--- src/rtl/munoc_rr_merge_arbiter.sv ---
// munoc_rr_merge_arbiter
// Packet-aware round-robin merger: drains NUM_INPUT lane buffers into one
// downstream stream. A grant is held from the first beat of a packet until
// its last beat. ORDERED=1 waits on the pointer lane so that a stream dealt
// round-robin across the lanes comes back out in its original order.
// ORDERED=0 skips idle lanes (work-conserving), searching upward from the
// pointer with wrap-around.
module munoc_rr_merge_arbiter #(
    parameter int NUM_INPUT = 2,
    parameter int BW_DATA   = 32,
    parameter int ORDERED   = 0
) (
    input  logic                           clk,
    input  logic                           rst,
    input  logic                           init,
    input  logic [NUM_INPUT-1:0]           in_rready,
    output logic [NUM_INPUT-1:0]           in_rrequest,
    input  logic [NUM_INPUT*BW_DATA-1:0]   in_rdata,
    input  logic [NUM_INPUT-1:0]           in_rlast,
    input  logic                           out_wready,
    output logic                           out_wrequest,
    output logic [BW_DATA-1:0]             out_wdata,
    output logic                           out_wlast,
    output logic [NUM_INPUT-1:0]           grant_onehot,
    output logic                           busy
);

    typedef enum logic [0:0] {
        ST_IDLE   = 1'b0,
        ST_LOCKED = 1'b1
    } state_t;

    // Pointer starts on lane 0 after reset or init.
    localparam logic [NUM_INPUT-1:0] PTR_INIT = NUM_INPUT'(1);

    state_t                 state_reg;
    state_t                 state_next;
    logic [NUM_INPUT-1:0]   ptr_reg;
    logic [NUM_INPUT-1:0]   ptr_next;
    logic [NUM_INPUT-1:0]   lock_sel_reg;
    logic [NUM_INPUT-1:0]   lock_sel_next;

    logic [NUM_INPUT-1:0]   search_sel;
    logic                   search_found;
    logic [NUM_INPUT-1:0]   sel;
    logic                   sel_last;
    logic                   xfer;
    logic [BW_DATA-1:0]     lane_masked [NUM_INPUT];
    logic [BW_DATA-1:0]     mux_data;

    // One-hot rotate-left with wrap; for a single lane this is the identity,
    // which keeps the pointer constant.
    function automatic logic [NUM_INPUT-1:0] rotl(input logic [NUM_INPUT-1:0] v);
        logic [NUM_INPUT-1:0] r;
        r = '0;
        for (int i = 0; i < NUM_INPUT; i++) begin
            r[(i + 1) % NUM_INPUT] = v[i];
        end
        return r;
    endfunction

    // Work-conserving search: first ready lane at or above the pointer,
    // wrapping around. The lane that just finished sits right below the
    // pointer, so it is examined last.
    always_comb begin
        search_sel   = '0;
        search_found = 1'b0;
        for (int j = 0; j < NUM_INPUT; j++) begin
            for (int k = 0; k < NUM_INPUT; k++) begin
                if (!search_found && ptr_reg[j] && in_rready[(j + k) % NUM_INPUT]) begin
                    search_sel[(j + k) % NUM_INPUT] = 1'b1;
                    search_found                    = 1'b1;
                end
            end
        end
    end

    // Lane selection: locked lane wins outright; otherwise the pointer lane
    // (ordered) or the search result (work-conserving).
    always_comb begin
        sel = '0;
        if (state_reg == ST_LOCKED) begin
            sel = lock_sel_reg;
        end else if (ORDERED != 0) begin
            sel = ptr_reg & in_rready;
        end else begin
            sel = search_sel;
        end
    end

    // Per-lane AND mask so the data mux is a plain OR reduction.
    for (genvar gi = 0; gi < NUM_INPUT; gi++) begin : g_lane_mask
        assign lane_masked[gi] = in_rdata[BW_DATA*gi +: BW_DATA] & {BW_DATA{sel[gi]}};
    end

    // OR-reduce the masked lanes into the selected beat.
    always_comb begin
        mux_data = '0;
        for (int i = 0; i < NUM_INPUT; i++) begin
            mux_data = mux_data | lane_masked[i];
        end
    end

    assign sel_last = |(sel & in_rlast);
    assign xfer     = (|(sel & in_rready)) & out_wready & ~init & ~rst;

    assign out_wrequest = xfer;
    assign in_rrequest  = xfer ? (sel & in_rready) : '0;
    assign out_wdata    = rst ? '0 : mux_data;
    assign out_wlast    = sel_last & ~rst;
    assign grant_onehot = sel & {NUM_INPUT{~rst}};
    assign busy         = (state_reg == ST_LOCKED) & ~rst;

    // Next-state: init abandons any packet in flight; otherwise only a
    // transferred beat moves the FSM, pointer or lock.
    always_comb begin
        state_next    = state_reg;
        ptr_next      = ptr_reg;
        lock_sel_next = lock_sel_reg;
        if (init) begin
            state_next    = ST_IDLE;
            ptr_next      = PTR_INIT;
            lock_sel_next = '0;
        end else if (xfer) begin
            case (state_reg)
                ST_IDLE: begin
                    if (sel_last) begin
                        ptr_next = rotl(sel);
                    end else begin
                        state_next    = ST_LOCKED;
                        lock_sel_next = sel;
                    end
                end
                ST_LOCKED: begin
                    if (sel_last) begin
                        state_next    = ST_IDLE;
                        ptr_next      = rotl(lock_sel_reg);
                        lock_sel_next = '0;
                    end
                end
                default: begin
                    state_next    = ST_IDLE;
                    ptr_next      = PTR_INIT;
                    lock_sel_next = '0;
                end
            endcase
        end
    end

    // State registers with synchronous reset.
    always_ff @(posedge clk) begin
        if (rst) begin
            state_reg    <= ST_IDLE;
            ptr_reg      <= PTR_INIT;
            lock_sel_reg <= '0;
        end else begin
            state_reg    <= state_next;
            ptr_reg      <= ptr_next;
            lock_sel_reg <= lock_sel_next;
        end
    end

endmodule

--- config.mk ---
export PLATFORM = sky130hd
export DESIGN_NAME = munoc_rr_merge_arbiter
export DESIGN_NICKNAME = d
export VERILOG_FILES = /design/src/rtl/munoc_rr_merge_arbiter.sv
export SDC_FILE = /design/constraint.sdc
export NUM_CORES = 1
export LEC_CHECK = 0
export CAP_MARGIN = 15
export CORE_UTILIZATION = 26
export CTS_BUF_LIST = sky130_fd_sc_hd__clkbuf_4 sky130_fd_sc_hd__clkbuf_8
export DETAILED_ROUTE_END_ITERATION = 8
export HOLD_SLACK_MARGIN = 0.03
export PLACE_DENSITY_LB_ADDON = 0.2
export SYNTH_ARGS = -nofsm -noshare
export SYNTH_HDL_FRONTEND = slang
export SYNTH_SLANG_ARGS = --single-unit
--- constraint.sdc ---
create_clock -name clk -period 3.2 [get_ports clk]
set_clock_uncertainty 0.05 [all_clocks]
set_input_delay 0.64 -clock clk [delete_from_list [all_inputs] [get_ports clk]]
set_output_delay 0.64 -clock clk [all_outputs]
set_load 0.1 [all_outputs]
## Word-level counts from Yosys, hierarchy flattened

Index checks and enable logic that the tools add are counted.

- Output and inout bits: 39
- Logic and storage cells: 51
- Bits in registers: 5

- Bitwise gates (word level): 14
- Eq/ne operators: 3
- Muxes and demuxes: 16
- Reductions and logical operators: 15

Operators with widths:

| operator | count |
|---|---|
| $and 32x32->32 | 2 |
| $mux 32 | 1 |
| $or 32x32->32 | 1 |
| $mux 2 | 6 |
| $pmux 2 s2 | 2 |
| $logic_and 1x1->1 | 7 |
| $mux 1 | 7 |
| $and 2x2->2 | 3 |
| $reduce_and 3->1 | 2 |
| $reduce_or 2->1 | 3 |
| $and 1x1->1 | 5 |
| $ne 2x2->1 const B | 2 |
| $logic_not 1->1 | 3 |
| $not 1->1 | 3 |
| $ne 2x1->1 const B | 1 |

## Longest topological paths before layout

- Depth after elaboration: 21
- Gate-level depth with buffers: 7

## Least setup slack after synthesis

Ideal clock, no wire load.

- Kind: in2out
- Start: input in_rready[0]
- End: output in_rrequest[1]
- Path buffers: 0
- Arrival time: 3.161 ns
- Data required time: 2.510 ns
- Cell stages on the path: 5
- Path slack: -0.651 ns
- Cells stage by stage: and2_1 > or4_4 > o221a_4 > nor2_2 > and3_1

- Cells in the longest elaborated chain, start to end: 21
- Elaborated cells on any way between the ends: 23
- Those cells by class: 8 x mux; 4 x bitwise; 11 x reduce/logical

Ends and longest elaborated chain:

| item | RTL line | source |
|---|---|---|
| start, declared | 16 | `input logic [NUM_INPUT-1:0] in_rready,` |
| $logic_and 1x1->1 | 70 | `if (!search_found && ptr_reg[j] && in_rready[(j + k) % NUM_INPUT]) begin` |
| $mux 1 | 70 |  |
| $logic_not 1->1 | 70 |  |
| $logic_and 1x1->1 (2 in a row) | 70 |  |
| $mux 1 | 70 |  |
| $logic_not 1->1 | 70 |  |
| $logic_and 1x1->1 (2 in a row) | 70 |  |
| $mux 1 | 70 |  |
| $logic_not 1->1 | 70 |  |
| $logic_and 1x1->1 (2 in a row) | 70 |  |
| $mux 1 | 70 |  |
| $mux 2 | 82 | `if (state_reg == ST_LOCKED) begin` |
| $and 2x2->2 * | 105 | `assign xfer = (\|(sel & in_rready)) & out_wready & ~init & ~rst;` |
| $reduce_or 2->1 * | 105 |  |
| $and 1x1->1 * (3 in a row) | 105 |  |
| via out_wrequest | 21 | `output logic out_wrequest,` |
| $mux 2 * | 108 | `assign in_rrequest = xfer ? (sel & in_rready) : '0;` |
| end, declared | 17 | `output logic [NUM_INPUT-1:0] in_rrequest,` |

The timed path passes the listed nets; every way through them passes the cells marked *.

## Worst setup path in the final report

- Start: input out_wready
- End: output in_rrequest[1]

- Cells in the longest elaborated chain, start to end: 4

Ends and longest elaborated chain:

| item | RTL line | source |
|---|---|---|
| start, declared | 20 | `input logic out_wready,` |
| $and 1x1->1 (3 in a row) | 105 |  |
| $mux 2 | 108 |  |

Every way passes these cells.

==> metrics.txt <==
Hold WC Path Type flip-flop to flip-flop; Worst R2R Setup Slack 0.90 ns; antenna cells 0; final WL 4500 um; # Post-CTS Setup Buffers 0; hpwl dp 3820 um; Final Util 84.2%; Worst Max-Slew Pin Slew 0.468 ns; aggregate global routing overflow 0; largest net degree at the start of global routing 34; Final Hold Fails 0; relative slew slack 68.8%; # H-tree levels 1; Pwr per Cell Area 321 nW/um^2; R2R depth 7; end of the critical path in_rrequest[1]; final worst slack 0.0633 ns; DR vias 1218; Synth warnings 0; switch share 51.2%; cell count after synthesis 90; antenna violations before repair 0; # clock sinks 5; site row count 19; VDD IR max 296 uV; RePlAce Congestion 0.832; status finished, final reports clean; Synth Cell Area 771 sq um; DR DRC count 0; share of cells above drive strength 1 34.5%; worst path cell trace clkdlybuf4s50_1, inv_1, or4_4, o221a_4, nor2_2, and3_2, buf_12; Critical Path Fanout Max 3; PortBufs 110; Max Freq 319 MHz; Worst-Skew Late Latency 0.24 ns; I/O pin count 111; critical path launch point type input pin; reg2reg end lock_sel_reg[1]; area leader, netlist a22o_1; Synth async-reset ratio 0%; period utilization 98.0%; Syn Area/Cell 8.56 sq um; Worst R2R Start state_reg; die width 56.4 um; vias in the first global route 1275; Post-Layout Inst Area 2340 sq um; Synth Area in Adders 3.25%; Setup-failing EPs final 0; Post-Syn Nets 164; P_leak 0.939 nW; Pint 367 uW; First DRT Iteration DRCs 77; Post-synth EDFFs 0; Vias per Instance 5.27; Synth cell types 32; setup TNS 0 ns; XOR/XNOR Fraction of Synth Area 0%; Critical Path Max Stage Delay 0.55 ns; global-route wire length before repair 6770 um; CP required 2.51 ns; max-slew violation count 0; post-synthesis simple-gate area fraction 19.0%; Nets 275; wire per inst 19.5 um; crit path launch out_wready; Worst Hold Slack 0.437 ns; slowest cell on the critical path or4_4; critical path endpoint category output pin; share of the yosys chip area belonging to registers 13.0%; commonest cells after routing, fill and taps aside clkdlybuf4s50_1, buf_12, a22o_1; Tot GR Track Use 27.9%; multiplexer share of the synthesized area 3.90%; Die ar. 3190 sq um; clk root buf clkbuf_4; Synth Area in Compound Gates 48.5%; starting density of the core 27.7%; Synth area leaders a22o_1, dfxtp_1, buf_6, mux2i_1, nor2_1; fin crit period 3.14 ns; DP Area 2290 sq um; CTS max path bufs 2; Max Cap Viol 0; post-route ant nets 0; Flop pwr share 8.9%; Synth top area share 36.4%; CTS buffer count 3; pre-CTS WS 0.0142 ns; first drt pass iteration count 4; Psw 385 uW; Clock power frac 9.5%; Data arrival, critical path 2.45 ns; Clock Pin Slew Worst Setup and Hold Paths 0.04 ns; synthesis-stage register bit count 5; commonest non-fill, non-tap cell in the layout clkdlybuf4s50_1; largest family of logic cells by synthesized area compound AO/OA/AOI/OAI gates; TritonCTS clock tree yes; Comb pwr share 81.6%; WS Path Type input pin to output pin; die outline height 56.4 um; core area 2780 sq um; area grow syn2layout 204%; Post-synth top flop dfxtp_1
through the flow:
stage	std cells	power [mW]
floorplan	90	0.412
global placement	227	0.671
detailed placement	227	0.679
CTS	231	0.755
global route	231	0.774
finish	231	0.752
timing repair:
action                     CTS  global route
resized for setup            1             3
setup endpoints to repair    1            28
hold buffers                 0             0
worst max-delay path, delay by kind of cell:
kind,cells,cell delay (ns)
compound gates,1,0.14
buf+inv,3,0.75
simple gates,3,0.92
cell families (layout without fill, tap and decap cells):
| kind of cell | Yosys count | after routing |
|---|---|---|
| compound gates | 43 | 43 |
| fa+ha+maj | 2 | 2 |
| buf+inv | 12 | 122 |
| flops | 5 | 5 |
| mux | 3 | 3 |
| simple gates | 25 | 25 |
worst min path at each step:
stage	slack (ns)	cells past startpoint	end	startpoint
4_1_cts	0.44	2	ptr_reg[1]	ptr_reg[1]
3_3_place_gp	0.42	2	lock_sel_reg[1]	lock_sel_reg[1]
2_1_floorplan	0.39	2	ptr_reg[1]	ptr_reg[1]
3_5_place_dp	0.43	2	ptr_reg[1]	ptr_reg[1]
6_report	0.44	2	ptr_reg[1]	ptr_reg[1]
5_1_grt	0.45	2	ptr_reg[1]	ptr_reg[1]
cell usage after synthesis, drive strengths merged (2+ instances only):
cell,instances
a22o,32
nor2b,2
dfxtp,5
mux2i,3
nor3,2
o31ai,3
nand2b,2
or2,2
inv,2
ha,2
nor2,8
buf,9
nand2,3
final cells by class:
class	count	area [sq um]
Clock buffer	3	22.5
Clock inverter	1	5.00
Fill cell	162	439
Inverter	2	7.51
Multi-Input combinational cell	73	617
Sequential cell	5	100
Tap cell	31	38.8
Timing Repair Buffer	116	1550
per-layer routing:
metal	GRT usage [%]	vias up	part of all wire [%]
li1	-	580	-
met2	53.3	55	56
met3	5.76	4	5.4
met4	8.01	0	0.93
met1	30.4	579	37
met5	0	-	0
power by group through the flow:
stage          Clock [mW]  Combinational, mW  Sequential, mW
2_1_floorplan           0              0.345          0.0666
3_3_place_gp            0              0.603          0.0678
3_5_place_dp            0              0.611          0.0680
4_1_cts            0.0759              0.613          0.0668
5_1_grt            0.0788              0.628          0.0671
6_report           0.0715              0.614          0.0671
Power figures use the tool's default switching activity.
